File: config.mk
export PLATFORM = sky130hd
export DESIGN_NAME = sseg_scan_ctrl_flat
export DESIGN_NICKNAME = d
export VERILOG_FILES = /design/src/rtl/sseg_scan_if.sv /design/src/rtl/sseg_scan_ctrl.sv /design/src/flat_wrapper.sv
export SDC_FILE = /design/constraint.sdc
export NUM_CORES = 1
export LEC_CHECK = 0
export ABC_AREA = 1
export ABC_CLOCK_PERIOD_IN_PS = 2600
export CAP_MARGIN = 25
export CORE_MARGIN = 10
export CORE_UTILIZATION = 44
export DETAILED_ROUTE_END_ITERATION = 6
export GPL_ROUTABILITY_DRIVEN = 0
export GPL_TIMING_DRIVEN = 0
export PLACE_DENSITY = 0.68
export SKIP_LAST_GASP = 1
export SYNTH_ARGS = -nofsm -noshare
export SYNTH_HDL_FRONTEND = slang
export SYNTH_SLANG_ARGS = --single-unit
File: constraint.sdc
create_clock -name i_clk -period 2.6 [get_ports i_clk]
set_clock_uncertainty 0.05 [all_clocks]
set_input_delay 0.52 -clock i_clk [delete_from_list [all_inputs] [get_ports i_clk]]
set_output_delay 0.52 -clock i_clk [all_outputs]
set_load 0.02 [all_outputs]
File: src/rtl/sseg_scan_if.sv
// Bundle between the command/UART writer and the seven-segment scan controller.
// The writer drives the i_* side and the scan controller drives the o_* side.
interface sseg_scan_if #(
  parameter int NUM_DIGITS = 4
);
  logic                  i_enable;
  logic                  i_wr_en;
  logic [2:0]            i_wr_addr;
  logic [3:0]            i_wr_data;
  logic                  i_commit;
  logic                  i_lz_en;
  logic [3:0]            o_bin;
  logic [NUM_DIGITS-1:0] o_digit_en;
  logic                  o_commit_ack;
  logic                  o_frame_tick;

  modport master (
    output i_enable, i_wr_en, i_wr_addr, i_wr_data, i_commit, i_lz_en,
    input  o_bin, o_digit_en, o_commit_ack, o_frame_tick
  );

  modport slave (
    input  i_enable, i_wr_en, i_wr_addr, i_wr_data, i_commit, i_lz_en,
    output o_bin, o_digit_en, o_commit_ack, o_frame_tick
  );
endinterface

File: src/rtl/sseg_scan_ctrl.sv
// Scan controller: multiplexes double-buffered nibbles onto one shared seven-seg decoder.
// Latency: outputs registered one cycle after the scan decision; frame = NUM_DIGITS*(BLANK+DWELL) cycles.
// Backpressure: none; writes/commits accepted every cycle, shadow->active copy deferred to frame end.
module sseg_scan_ctrl #(
  parameter int NUM_DIGITS   = 4,
  parameter int DWELL_CYCLES = 50000,
  parameter int BLANK_CYCLES = 500
) (
  input  logic       i_clk,
  input  logic       i_rst_n,
  sseg_scan_if.slave bus
);
  localparam int IDX_W   = $clog2(NUM_DIGITS);
  localparam int MAX_CYC = (DWELL_CYCLES > BLANK_CYCLES) ? DWELL_CYCLES : BLANK_CYCLES;
  localparam int CNT_W   = $clog2(MAX_CYC + 1);
  localparam logic [IDX_W-1:0] LAST_IDX   = IDX_W'(NUM_DIGITS - 1);
  localparam logic [CNT_W-1:0] BLANK_LAST = CNT_W'(BLANK_CYCLES - 1);
  localparam logic [CNT_W-1:0] DWELL_LAST = CNT_W'(DWELL_CYCLES - 1);

  typedef enum logic [1:0] {IDLE, BLANK, DRIVE} state_t;

  state_t                state, state_nxt;
  logic [IDX_W-1:0]      idx, idx_nxt;
  logic [CNT_W-1:0]      cnt, cnt_nxt;
  logic                  frame_end;
  logic                  copy;
  logic                  pending;
  logic                  wr_hit;
  logic                  zero_above;
  logic [NUM_DIGITS-1:0] suppress;
  logic [3:0]            shadow [NUM_DIGITS];
  logic [3:0]            active [NUM_DIGITS];
  logic [3:0]            bin_q, bin_nxt;
  logic [NUM_DIGITS-1:0] digit_en_q, digit_en_nxt;
  logic                  commit_ack_q, frame_tick_q;

  assign wr_hit = bus.i_wr_en && ({1'b0, bus.i_wr_addr} < 4'(NUM_DIGITS));
  assign copy   = frame_end && pending;

  // A digit is blanked when it and every more-significant digit are zero.
  always_comb begin
    zero_above = 1'b1;
    suppress   = '0;
    for (int k = NUM_DIGITS - 1; k >= 1; k--) begin
      zero_above  = zero_above && (active[k] == 4'd0);
      suppress[k] = bus.i_lz_en && zero_above;
    end
  end

  always_ff @(posedge i_clk or negedge i_rst_n) begin
    if (!i_rst_n) begin
      state <= IDLE;
      idx   <= '0;
      cnt   <= '0;
    end else begin
      state <= state_nxt;
      idx   <= idx_nxt;
      cnt   <= cnt_nxt;
    end
  end

  always_comb begin
    state_nxt = state;
    idx_nxt   = idx;
    cnt_nxt   = cnt;
    frame_end = 1'b0;
    if (!bus.i_enable) begin
      state_nxt = IDLE;
      idx_nxt   = '0;
      cnt_nxt   = '0;
    end else begin
      case (state)
        IDLE: begin
          state_nxt = BLANK;
          idx_nxt   = '0;
          cnt_nxt   = '0;
        end
        BLANK: begin
          if (cnt == BLANK_LAST) begin
            state_nxt = DRIVE;
            cnt_nxt   = '0;
          end else begin
            cnt_nxt = cnt + 1'b1;
          end
        end
        DRIVE: begin
          if (cnt == DWELL_LAST) begin
            state_nxt = BLANK;
            cnt_nxt   = '0;
            if (idx == LAST_IDX) begin
              idx_nxt   = '0;
              frame_end = 1'b1;
            end else begin
              idx_nxt = idx + 1'b1;
            end
          end else begin
            cnt_nxt = cnt + 1'b1;
          end
        end
        default: begin
          state_nxt = IDLE;
          idx_nxt   = '0;
          cnt_nxt   = '0;
        end
      endcase
    end
  end

  // o_bin is loaded on BLANK entry; at a copying frame end the new digit 0 comes straight from shadow.
  always_comb begin
    bin_nxt = bin_q;
    if (state_nxt == BLANK && state != BLANK)
      bin_nxt = copy ? shadow[0] : active[idx_nxt];
    digit_en_nxt = '0;
    if (state_nxt == DRIVE && !suppress[idx_nxt])
      digit_en_nxt = NUM_DIGITS'(1) << idx_nxt;
  end

  always_ff @(posedge i_clk or negedge i_rst_n) begin
    if (!i_rst_n) begin
      bin_q        <= '0;
      digit_en_q   <= '0;
      commit_ack_q <= 1'b0;
      frame_tick_q <= 1'b0;
      pending      <= 1'b0;
    end else begin
      bin_q        <= bin_nxt;
      digit_en_q   <= digit_en_nxt;
      commit_ack_q <= copy;
      frame_tick_q <= frame_end;
      // A commit landing on the copying edge belongs to the next frame.
      if (copy)
        pending <= bus.i_commit;
      else if (bus.i_commit)
        pending <= 1'b1;
    end
  end

  always_ff @(posedge i_clk or negedge i_rst_n) begin
    if (!i_rst_n) begin
      for (int k = 0; k < NUM_DIGITS; k++) begin
        shadow[k] <= '0;
        active[k] <= '0;
      end
    end else begin
      if (copy) begin
        for (int k = 0; k < NUM_DIGITS; k++)
          active[k] <= shadow[k];
      end
      if (wr_hit)
        shadow[bus.i_wr_addr[IDX_W-1:0]] <= bus.i_wr_data;
    end
  end

  assign bus.o_bin        = bin_q;
  assign bus.o_digit_en   = digit_en_q;
  assign bus.o_commit_ack = commit_ack_q;
  assign bus.o_frame_tick = frame_tick_q;
endmodule

File: src/flat_wrapper.sv
// flat-port wrapper written by rule: the top's interface ports become plain ports
module sseg_scan_ctrl_flat 
#(
  parameter int NUM_DIGITS   = 4,
  parameter int DWELL_CYCLES = 50000,
  parameter int BLANK_CYCLES = 500
)
  (i_clk, i_rst_n, bus_i_enable, bus_i_wr_en, bus_i_wr_addr, bus_i_wr_data, bus_i_commit, bus_i_lz_en, bus_o_bin, bus_o_digit_en, bus_o_commit_ack, bus_o_frame_tick);
  sseg_scan_if #(.NUM_DIGITS(NUM_DIGITS)) bus_i ();
  input  logic i_clk;
  input  logic i_rst_n;
  input wire logic [$bits(bus_i.i_enable)-1:0] bus_i_enable;
  input wire logic [$bits(bus_i.i_wr_en)-1:0] bus_i_wr_en;
  input wire logic [$bits(bus_i.i_wr_addr)-1:0] bus_i_wr_addr;
  input wire logic [$bits(bus_i.i_wr_data)-1:0] bus_i_wr_data;
  input wire logic [$bits(bus_i.i_commit)-1:0] bus_i_commit;
  input wire logic [$bits(bus_i.i_lz_en)-1:0] bus_i_lz_en;
  output wire logic [$bits(bus_i.o_bin)-1:0] bus_o_bin;
  output wire logic [$bits(bus_i.o_digit_en)-1:0] bus_o_digit_en;
  output wire logic [$bits(bus_i.o_commit_ack)-1:0] bus_o_commit_ack;
  output wire logic [$bits(bus_i.o_frame_tick)-1:0] bus_o_frame_tick;
  assign bus_i.i_enable = bus_i_enable;
  assign bus_i.i_wr_en = bus_i_wr_en;
  assign bus_i.i_wr_addr = bus_i_wr_addr;
  assign bus_i.i_wr_data = bus_i_wr_data;
  assign bus_i.i_commit = bus_i_commit;
  assign bus_i.i_lz_en = bus_i_lz_en;
  assign bus_o_bin = bus_i.o_bin;
  assign bus_o_digit_en = bus_i.o_digit_en;
  assign bus_o_commit_ack = bus_i.o_commit_ack;
  assign bus_o_frame_tick = bus_i.o_frame_tick;
  sseg_scan_ctrl #(.NUM_DIGITS(NUM_DIGITS), .DWELL_CYCLES(DWELL_CYCLES), .BLANK_CYCLES(BLANK_CYCLES)) u_core (.i_clk(i_clk), .i_rst_n(i_rst_n), .bus(bus_i));
endmodule
==> flow_summary.yaml <==
run_status:
  status: "completed"
power_and_ir_drop:
  worst_ir_drop_vdd_mv: 0.373
  switching_share_pct: 21.8
  pwr-share-seq_pct: 47.3
  combPwrFrac_pct: 7.5
  p_int_w: 0.00178
  leakagePower_nw: 1.81
  powerDensity_nw_per_um2: 606
  clkPwrFrac_pct: 45.1
  p_switching_w: 0.000495
clock_tree:
  cts_sinks: 63
  cts-root-buf: "clkbuf_8"
  cts_buffers: 9
  clk-insertion-delay-late_ps: 340
  cts_tree: "yes"
  cts_resized: 0
  path_clk_slew_ps: 70
  clockBufferDepth: 2
  hold_buffers: 0
  cts_setup_buffers: 0
  htree_levels: 3
run:
  max-cap-violations: 0
critical_path:
  reg2reg_depth: 9
  critical_path_buf_inv_count: 2
  worst_setup_path_start_kind: "flip-flop"
  slowest_stage: "a21oi_1"
  required_ps: 2800
  crit_family: "simple AND/OR/NAND/NOR gates"
  arrival_ps: 2310
  cp_num_cells: 9
  crit_type: "reg2reg"
  worst_setup_path_end_kind: "flip-flop"
  crit_path_max_incr_delay_ps: 400
  crit_chain: "ha_1, nand3_4, nor2_4, nand2_2, nand2_1, a21oi_1, inv_1, buf_2, nor3b_1"
  cp_max_fo: 10
drt:
  postRouteAntennaNets: 0
  dr.pass1.iters: 5
  vias: 2620
  drtIter0Drc: 142
  wl_um: 6530
  drc_errors: 0
  routedWlPerCell_um: 12.3
  viasPerCell: 4.94
placed_design:
  placed_cell_area_sq_um: 3510
  io_buffers: 22
  hpwl_um: 4920
global_routing:
  grt_pass1_wl_um: 11500
  grt_use_total_pct: 12.5
  met3_usage_pct: 3.26
  grt_pass1_vias: 2589
  busiest_layer: "met2"
  grt.met2_usage_pct: 21.2
  overflow: 0
  grt_antenna_before_repair: 0
  grt_max_degree: 64
  met1_usage_pct: 14.5
sta:
  slew_viol_final: 0
  post-route-period-util_pct: 81.2
  fin_setup_tns_ps: 0
  max_clock_freq_ghz: 0.474
  rsz0062_at_grt: "false"
  period_needed_ps: 2110
  relSlewSlack_pct: 47.8
  timing_hold_violations_final: 0
  worst_pin_slew_ps: 783
  setup_violations: 0
final_layout:
  fin_area_sq_um: 3750
  antenna_cells: 0
  final_net_count: 448
  fillers: 660
  drive_above_1_share_pct: 7.60
  area_growth_pct: 18.2
hold_path:
  hold_path_class: "in2async"
floorplan:
  die_h_um: 105
  die-area_sq_um: 11000
  die_x_um: 105
  coreArea_sq_um: 6910
  initial_core_util_pct: 45.9
  ios: 23
  num_rows: 30
synthesis:
  post-synth-top-area-cell: "dfrtp_1"
  yosysTopAreaCellShare_pct: 49.7
  synth_area_sq_um: 3170
  syn_nets: 415
  synthTopCellsByCount: "nand2_1, inv_1, dfrtp_1"
  ys_warn_count: 0
  synth_edf_count: 0
  synth_cell_type_count: 35
  synthArstFlopShare_pct: 100
  syn_area_per_cell_sq_um: 8.01
  ys_seq_area_share_pct: 49.7
  synthMostInstantiatedCell: "nand2_1"
  yosys-top-cells-area: "dfrtp_1, nand2_1, inv_1, o21ai_0, nand3_1"
  syn-instance-count: 396
  ys_seq_elements: 63
  ys.flop_type: "dfrtp_1"
-- path summary, 6_finish.rpt --
| check | start | end | slack (ps) |
|---|---|---|---|
| worst max register to register | u_core.cnt[0] | u_core.cnt[3] | 490 |
| worst min-delay path | i_rst_n | u_core.cnt[2] | 210 |
| max in group asynchronous | i_rst_n | u_core.active[0] | 1770 |
| min in group i_clk | u_core.cnt[0] | u_core.cnt[0] | 410 |
| worst min register to register | u_core.cnt[0] | u_core.cnt[0] | 410 |
| worst max-delay path | u_core.cnt[0] | u_core.cnt[3] | 490 |
-- registers in the layout, indices dropped and copies added, names as in the netlist --
| signal | count |
|---|---|
| u_core.bus.o_digit_en | 4 |
| u_core.bus.o_bin | 4 |
| u_core.cnt | 16 |
| u_core.bus.o_commit_ack | 1 |
| u_core.idx | 2 |
| u_core.pending | 1 |
| u_core.shadow | 16 |
| u_core.active | 16 |
| u_core.state | 2 |
| u_core.bus.o_frame_tick | 1 |
-- power by group through the flow --
| stage | Combinational, W | Sequential [W] | Clock [W] |
|---|---|---|---|
| detailed placement | 0.000176 | 0.00109 | 0 |
| global route | 0.000198 | 0.00108 | 0.00109 |
| floorplan | 0.0000767 | 0.00110 | 0 |
| CTS | 0.000177 | 0.00107 | 0.00105 |
| global placement | 0.000172 | 0.00109 | 0 |
| finish | 0.000171 | 0.00107 | 0.00102 |
-- cells in the final DEF (no fill, tap or decap), types with 3 or more instances in the layout --
| master | count |
|---|---|
| a21oi_1 | 11 |
| bufinv_16 | 3 |
| clkbuf_1 | 7 |
| clkbuf_8 | 10 |
| clkdlybuf4s50_1 | 21 |
| dfrtp_1 | 63 |
| ha_1 | 6 |
| inv_1 | 67 |
| nand2_1 | 92 |
| nand2_2 | 4 |
| nand3_1 | 31 |
| nand4_1 | 11 |
| nor2_1 | 31 |
| nor3_1 | 10 |
| o21ai_0 | 35 |
| xor2_1 | 3 |
-- metal layers --
layer  up-vias  wire length [um]
met4         0               121
met1      1238              3040
met2        43              3160
met5         -                 0
met3        11               206
li1       1328                 -
-- area by class of cell --
cell class / instances / area, sq um / share of cell area, %
Clock inverter: 3 / 90.1 / 2.40
Multi-Input combinational cell: 258 / 1300 / 34.8
Sequential cell: 63 / 1580 / 42.1
Clock buffer: 13 / 149 / 3.97
Timing Repair Buffer: 22 / 218 / 5.81
Buffer: 6 / 31.3 / 0.835
Inverter: 69 / 259 / 6.91
Tap cell: 96 / 120 / 3.21
-- kinds of logic after synthesis --
kind of cell             share of synthesized area [%]
AND/OR/NAND/NOR                                   28.1
buffers and inverters                             9.15
flip-flops                                        49.7
AO/OA/AOI/OAI                                     9.59
adder cells (fa/ha/maj)                           2.37
XOR/XNOR                                          1.11
-- worst reg2reg max path, stage by stage, from the launching register on --
cell     delay [ps]
dfrtp_1         390
ha_1            280
nand3_4         160
nor2_4           60
nand2_2         110
nand2_1          80
a21oi_1         400
inv_1           100
buf_2           200
nor3b_1         180
-- stage by stage --
stage	std cells	power [W]	utilization [%]	setup WS, ps	hold WS (ps)
finish	530	0.00227	54.3	490	211
global placement	514	0.00126	50.8	-1100	395
floorplan	396	0.00117	-	726	174
global route	530	0.00237	54.3	262	265
detailed placement	514	0.00127	50.8	230	410
CTS	530	0.00230	54.3	459	240
Note: power is estimated with default switching activity, not from simulation.
